File: config.mk
export PLATFORM = sky130hd
export DESIGN_NAME = ex_m_pipe
export DESIGN_NICKNAME = d
export VERILOG_FILES = /design/src/rtl/ex_m_pipe.sv
export SDC_FILE = /design/constraint.sdc
export NUM_CORES = 1
export LEC_CHECK = 0
export CAP_MARGIN = 20
export CORE_UTILIZATION = 36
export CTS_CLUSTER_SIZE = 25
export DETAILED_ROUTE_END_ITERATION = 16
export HOLD_SLACK_MARGIN = 0.03
export PLACE_DENSITY = 0.77
export SYNTH_ARGS = -nofsm -noshare
export SYNTH_HDL_FRONTEND = slang
export SYNTH_SLANG_ARGS = --single-unit
export TNS_END_PERCENT = 50
File: constraint.sdc
create_clock -name clk -period 1.7 [get_ports clk]
set_input_delay 0.34 -clock clk [delete_from_list [all_inputs] [get_ports clk]]
set_output_delay 0.34 -clock clk [all_outputs]
set_load 0.005 [all_outputs]
File: src/rtl/ex_m_pipe.sv
// EX->M pipeline register with valid/ready handshake; one-cycle latency, full throughput.
// Define EX_M_PIPE_SKID_EN for a registered-ready two-entry (head + skid) buffer; default is a single entry.
module ex_m_pipe #(
    parameter int DATA_W = 32,
    parameter int ADDR_W = 5
) (
    input  logic              clk,
    input  logic              rst,
    input  logic              flush,
    input  logic              valid_E,
    output logic              ready_E,
    input  logic              RegW_enable_E,
    input  logic              Mem_Write_E,
    input  logic              Mem_Read_E,
    input  logic              Result_src_E,
    input  logic [DATA_W-1:0] ALU_result_E,
    input  logic [DATA_W-1:0] Write_Data_E,
    input  logic [ADDR_W-1:0] RDadd_E,
    output logic              valid_M,
    input  logic              ready_M,
    output logic              RegW_enable_M,
    output logic              Mem_Write_M,
    output logic              Mem_Read_M,
    output logic              Result_src_M,
    output logic [DATA_W-1:0] ALU_result_M,
    output logic [DATA_W-1:0] Write_Data_M,
    output logic [ADDR_W-1:0] RDadd_M,
    output logic [1:0]        occ_M
);

    typedef struct packed {
        logic              regw;
        logic              mwr;
        logic              mrd;
        logic              rsrc;
        logic [DATA_W-1:0] alu;
        logic [DATA_W-1:0] wdat;
        logic [ADDR_W-1:0] rd;
    } ent_t;

    ent_t       in_ent;
    ent_t       head_q, head_d;
    logic [1:0] occ_q, occ_d;
    logic       accept;
    logic       emit;

    assign in_ent = '{regw: RegW_enable_E, mwr: Mem_Write_E, mrd: Mem_Read_E,
                      rsrc: Result_src_E, alu: ALU_result_E, wdat: Write_Data_E,
                      rd: RDadd_E};

    assign valid_M = (occ_q != 2'd0);
    assign emit    = valid_M & ready_M;
    assign accept  = valid_E & ready_E & ~flush;

`ifdef EX_M_PIPE_SKID_EN
    ent_t skid_q, skid_d;
    logic ready_q, ready_d;

    assign ready_E = ready_q;

    always_comb begin
        head_d  = head_q;
        skid_d  = skid_q;
        occ_d   = occ_q;
        if (flush) begin
            occ_d = 2'd0;
        end else if (emit && accept) begin
            // ready_E is low at occ 2, so this is always the one-entry replace case
            head_d = in_ent;
        end else if (emit) begin
            if (occ_q == 2'd2) begin
                head_d = skid_q;
                occ_d  = 2'd1;
            end else begin
                occ_d  = 2'd0;
            end
        end else if (accept) begin
            if (occ_q == 2'd0) begin
                head_d = in_ent;
                occ_d  = 2'd1;
            end else begin
                skid_d = in_ent;
                occ_d  = 2'd2;
            end
        end
        ready_d = (occ_d != 2'd2);
    end

    always_ff @(posedge clk) begin
        if (rst) begin
            head_q  <= '0;
            skid_q  <= '0;
            occ_q   <= 2'd0;
            ready_q <= 1'b1;
        end else begin
            head_q  <= head_d;
            skid_q  <= skid_d;
            occ_q   <= occ_d;
            ready_q <= ready_d;
        end
    end
`else
    assign ready_E = ~valid_M | ready_M;

    always_comb begin
        head_d = head_q;
        occ_d  = occ_q;
        if (flush) begin
            occ_d = 2'd0;
        end else if (accept) begin
            head_d = in_ent;
            occ_d  = 2'd1;
        end else if (emit) begin
            occ_d  = 2'd0;
        end
    end

    always_ff @(posedge clk) begin
        if (rst) begin
            head_q <= '0;
            occ_q  <= 2'd0;
        end else begin
            head_q <= head_d;
            occ_q  <= occ_d;
        end
    end
`endif

    // Data fields keep the last head value during bubbles; only side-effecting controls are gated.
    assign RegW_enable_M = head_q.regw & valid_M;
    assign Mem_Write_M   = head_q.mwr & valid_M;
    assign Mem_Read_M    = head_q.mrd & valid_M;
    assign Result_src_M  = head_q.rsrc;
    assign ALU_result_M  = head_q.alu;
    assign Write_Data_M  = head_q.wdat;
    assign RDadd_M       = head_q.rd;
    assign occ_M         = occ_q;

endmodule

Word level (Yosys, flattened, before mapping):

Index checks and enable logic that the tools add are counted.
Widths: inputs -> output; s select.

* register bits after elaboration: 74
* latch bits: 0
* memory bits (writable): 0
* bits in read-only memories: 0
* bits of input ports: 78
* output and inout bits: 77
* logic and storage cells: 22
* memories: 0

* add/subtract/negate cells: 0
* multiply operators: 0
* divide/modulo/power cells: 0
* order comparisons: 0
* equality and inequality tests: 0
* shift-type cells: 0
* mux-type cells: 2
* bitwise gates (word level): 9
* reductions and logical operators: 3

Operators with widths (count)
* $and 1x1->1: 6
* $mux 1: 2
* $not 1->1: 2
* $reduce_and 2->1: 1
* $reduce_bool 2->1: 1
* $reduce_or 2->1: 1
* $or 1x1->1: 1

Logic depth before layout (Yosys ltp):

* depth in word-level cells: 5
* gate-level depth with buffers: 5
* depth with buffers taken out: 3

Worst setup path after synthesis:

Ideal clock, no wire load.

* path kind: reg-to-reg
* start: register occ_q[0] (netlist: occ_M[0])
* end: register head_q (netlist bit ALU_result_M[0])
* setup time: 72 ps
* arrival time: 1146 ps
* required time: 1628 ps
* setup slack: 482 ps
* stages on the path, launching flop included: 6
* buffers on the path: 2
* period minus slack after synthesis: 1218 ps
* cell sequence: dfxtp_1 > nor2b_4 > nor3b_4 > buf_12 > buf_12 > mux2i_1

* cells in the longest elaborated chain, start to end: 5

RTL lines
* start: declaration: RTL line 43 `logic [1:0] occ_q, occ_d;`
* start signal: assignment: RTL line 121 `occ_q <= 2'd0;`
* start signal: assignment: RTL line 124 `occ_q <= occ_d;`
* $not 1->1: RTL line 103 `assign ready_E = ~valid_M | ready_M;`
* $or 1x1->1: RTL line 103
* $and 1x1->1 (2 in series): RTL line 53 `assign accept = valid_E & ready_E & ~flush;`
* $reduce_and 2->1 (no line)
* end signal: assignment: RTL line 120 `head_q <= '0;`
* end signal: assignment: RTL line 123 `head_q <= head_d;`
* end: declaration: RTL line 42 `ent_t head_q, head_d;`

Every way passes these cells.
A chain may end at the register's enable or synchronous reset.

Worst setup path after layout:

* start: register occ_q[0] (netlist: occ_M[0])
* end: register head_q (netlist bit ALU_result_M[22])

The elaborated chain is that of the path after synthesis.

==> results <==
- The slowest library cell on the worst path is sky130_fd_sc_hd__dfxtp_2.
- The top achievable clock speed is 637 MHz.
- The largest net degree at the start of global routing is 148.
- The number of nets in the final layout is 559.
- The share of total power dissipated in sequential elements is 0.461.
- The floorplan die width is 107 µm.
- The clock reaches the later pin of the worst-skew pair after 0.33 ns.
- The post-synthesis instance area is 3950 µm².
- The estimated wirelength of the detail-placed design is 5.45 mm.
- The highest metal layer carrying signal wires in the routed design is met4.
- The count of max-cap constraint violations is 0.
- The final wirelength is 7.64 mm.
- The floorplan has 37 rows.
- The flip-flop and latch count after synthesis is 74.
- sky130_fd_sc_hd__dfxtp_1 takes more of the synthesized area than any other cell.
- The critical path goes through nor2b_4, buf_4, buf_4, nor3b_4, buf_4, buf_4, mux2i_1.
- The main combinational cell family by area after synthesis is simple AND/OR/NAND/NOR gates.
- For this block, the via count after detailed routing is 2639.
- The internal power is 3.16 mW.
- The repair_antennas step left the layout with diodes totalling 0.
- The largest stage delay on the critical path is 0.34 ns.
- The share of total power consumed by net switching is 0.223.
- The vertical die dimension is 107 µm.
- The buffering stage count on the worst path with inverters included is 4.
- The met1 routed wirelength after detailed routing is 3.33 mm.
- The number of slew-limit violations in the final report came to 0.
- The total CTS buffers is 9.
- The via count of the first global-routing pass is 2748.
- Along the worst path, the maximum fanout reaches 6.
- From synthesis to final layout, the design area changed by 33.4%.
- The area share of xor/xnor cells in the synthesized design is 0.
- The routability congestion estimate is 0.686.
- The cell leakage power is 2.00 nW.
- The maximum number of buffers from clock root to sink is 2.
- The average detailed-routed wire length per instance is 12.3 µm.
- The critical path class is flip-flop to flip-flop.
- The top-level port count is 155.
- Detailed routing placed a total of 3.58 mm of wire on met2.
- The cell seen most often among critical-path stages is sky130_fd_sc_hd__buf_4.
- After routing, the total negative slack on setup checks comes to 0 ns.
- The starting density of the core is 0.378.
- The via count normalized by instance count is 4.25.
- For this run, design rule violations remaining after detail routing come to 0.
- The post-synthesis sequential area ratio is 0.375.
- The run finished with clean final reports.
- IR analysis of the VDD net gives a maximum drop of 0.000425 V.
- The type of the tightest min-delay check is flip-flop to flip-flop.
- During placement, the flow inserted port buffers numbering 153.
- The first detailed-routing pass ran for 4 iterations.
- The proportion of power drawn by the clock network is 0.371.
- The total power per unit cell area is 771 nW/µm².
- The switching component of the power is 0.907 mW.
- Of the cells placed in the final design, the portion with a size suffix greater than 1 is 0.0742.
- Summed over all layers, the global routing overflow is 0.
- The number of endpoints with negative hold slack in the final report is 0.
- The total number of yosys warnings is 0.
- The area of the core is 10500 µm².
- The number of antenna violations at the first check in global routing was 0.
- The overall fraction of global-route tracks in use is 0.133.
- The net count of the mapped netlist is 475.
- The H-tree generated during clock tree synthesis spans 3 levels.
- Setup violations remaining at the end of the flow were counted as 0.
- Synthesis handed over a netlist of 397 instances.
- The synthesized-area fraction occupied by and/or/nand/nor cells is 0.247.
- The part of the power in combinational logic is 0.169.
- The die covers 11400 µm².
- The master cell of the clock root buffer is sky130_fd_sc_hd__clkbuf_8.
- The complex-gate fraction of the synthesized area was 0.
- The wire length of the first global-routing pass is 12.3 mm.
- The TritonCTS sink count is 74.
- The type of origin of the critical path is a flip-flop.
- The number of design-rule violations left by the first detailed-router iteration is 86.
- The remaining number of nets flagged by the antenna check after routing is 0.
- Buffers inserted to repair hold after CTS numbered 0.
- The clock tree from TritonCTS is done.
- Hold is met by 0.476 ns.
- Of the total synthesized cell area, the portion taken by full adders, half adders and majority gates is 0.
- Data on the critical path is required at its endpoint by 1.95 ns.
- Clock skew on the completed layout was measured at 0.00891 ns.
- Wire segments on met3 add up to 641 µm in the final route.
- Setup repair after global routing left no endpoint under its margin.
- The number of distinct library cell variants in the gate-level netlist after synthesis is 14.
- The multiplexer fraction of the synthesized cell area is 0.185.
- At the worst endpoint, the arrival time is 1.82 ns.
- The portion of synthesized cell area occupied by the leading cell type is 0.375.
- By area the synthesized netlist is led by sky130_fd_sc_hd__dfxtp_1 (37%), sky130_fd_sc_hd__nand2b_1 (23%), sky130_fd_sc_hd__mux2i_1 (18%).
- Broken down by cell family, the worst path's largest delay share belongs to buffers and inverters.
- The time the final worst path needs with I/O delays and setup is 1.57 ns.
- The share of the clock period used by the worst path is 0.924.
- STA classifies the critical path endpoint as a flip-flop.
- A synthesized cell averages 9.95 µm².
- The clock-pin slew of the registers on the worst-case setup and hold paths is 0.08 ns.
==> metal layers <==
metal  vias up  track usage
met5         -            0
met4         0       0.0440
met3         9       0.0438
met2        94        0.223
met1      1187        0.159
li1       1349            -
==> power groups by stage <==
| stage | sequential, mW | clock [mW] | combinational (mW) |
|---|---|---|---|
| after global routing | 1.88 | 1.63 | 0.739 |
| after floorplan | 1.90 | 0 | 0.428 |
| after CTS | 1.87 | 1.57 | 0.695 |
| after detailed placement | 1.91 | 0 | 0.691 |
| after global placement | 1.91 | 0 | 0.675 |
| final | 1.87 | 1.51 | 0.685 |
==> final timing paths <==
| kind | depth (start not counted) | slack [ns] | to | start |
|---|---|---|---|---|
| worst max-delay path | 7 | 0.13 | ALU_result_M[22] | occ_M[0] |
| worst min-delay path | 2 | 0.48 | Write_Data_M[31] | Write_Data_M[31] |
| worst max register to register | 7 | 0.13 | ALU_result_M[22] | occ_M[0] |
| worst min register to register | 2 | 0.48 | Write_Data_M[31] | Write_Data_M[31] |
==> sequential cells by signal (all words and copies together), names as in the netlist <==
register	cells
head_q	3
Write_Data_M	32
occ_M	1
RDadd_M	5
ALU_result_M	32
Result_src_M	1
==> timing repair <==
item / CTS / global route
gates resized for setup: 2 / 4
endpoints found under the setup margin: 4 / 4
setup buffers: 1 / 1
==> cell families after synthesis <==
family                 after synthesis
DFF                                 74
and+or+nand+nor                    153
other                                1
muxes                               73
buffers and inverters               96
==> worst min-delay path: cells and delay by family, from the launching register on <==
| kind | cells | cell delay, ns |
|---|---|---|
| flops | 1 | 0.32 |
| simple gates | 1 | 0.06 |
| mux | 1 | 0.06 |
==> final cells by class <==
cell class	instances	area [µm²]
inverter	1	3.75
multi-input combinational	227	1710
sequential	74	1480
fill	984	5190
timing repair buffer	168	1690
clock buffer	11	141
clock inverter	4	76.3
tap	136	170
==> synthesized netlist by cell type (all sizes together) <==
| cell type | instances |
|---|---|
| and2 | 3 |
| buf | 80 |
| clkbuf | 15 |
| conb | 1 |
| dfxtp | 74 |
| inv | 1 |
| mux2i | 73 |
| nand2b | 146 |
| nor2 | 1 |
| nor2b | 1 |
| nor3 | 1 |
| nor3b | 1 |
==> placed cells by master (no fill, tap or decap), drive strengths merged <==
cell	Yosys	layout
mux2i	73	73
clkinvlp	0	1
clkinv	0	1
nor2	1	1
inv	1	1
buf	80	16
dlygate4sd2	0	1
nand2b	146	146
nor2b	1	1
clkdlybuf4s50	0	147
nor3b	1	1
nor3	1	1
bufinv	0	2
dfxtp	74	74
and2	3	3
clkbuf	15	11
conb	1	1
dlymetal6s2s	0	4
==> stage by stage <==
| step | worst slack [ns] | util | power [mW] | area, µm² | std cells |
|---|---|---|---|---|---|
| floorplan | 0.482 | - | 2.33 | 3950 | 397 |
| global placement | -0.0818 | 0.481 | 2.59 | 5030 | 604 |
| detailed placement | -0.0960 | 0.481 | 2.60 | 5030 | 604 |
| CTS | 0.00292 | 0.502 | 4.14 | 5250 | 620 |
| global route | 0.00992 | 0.504 | 4.26 | 5270 | 621 |
| finish | 0.129 | 0.504 | 4.06 | 5270 | 621 |
Note: power is estimated with default switching activity, not from simulation.
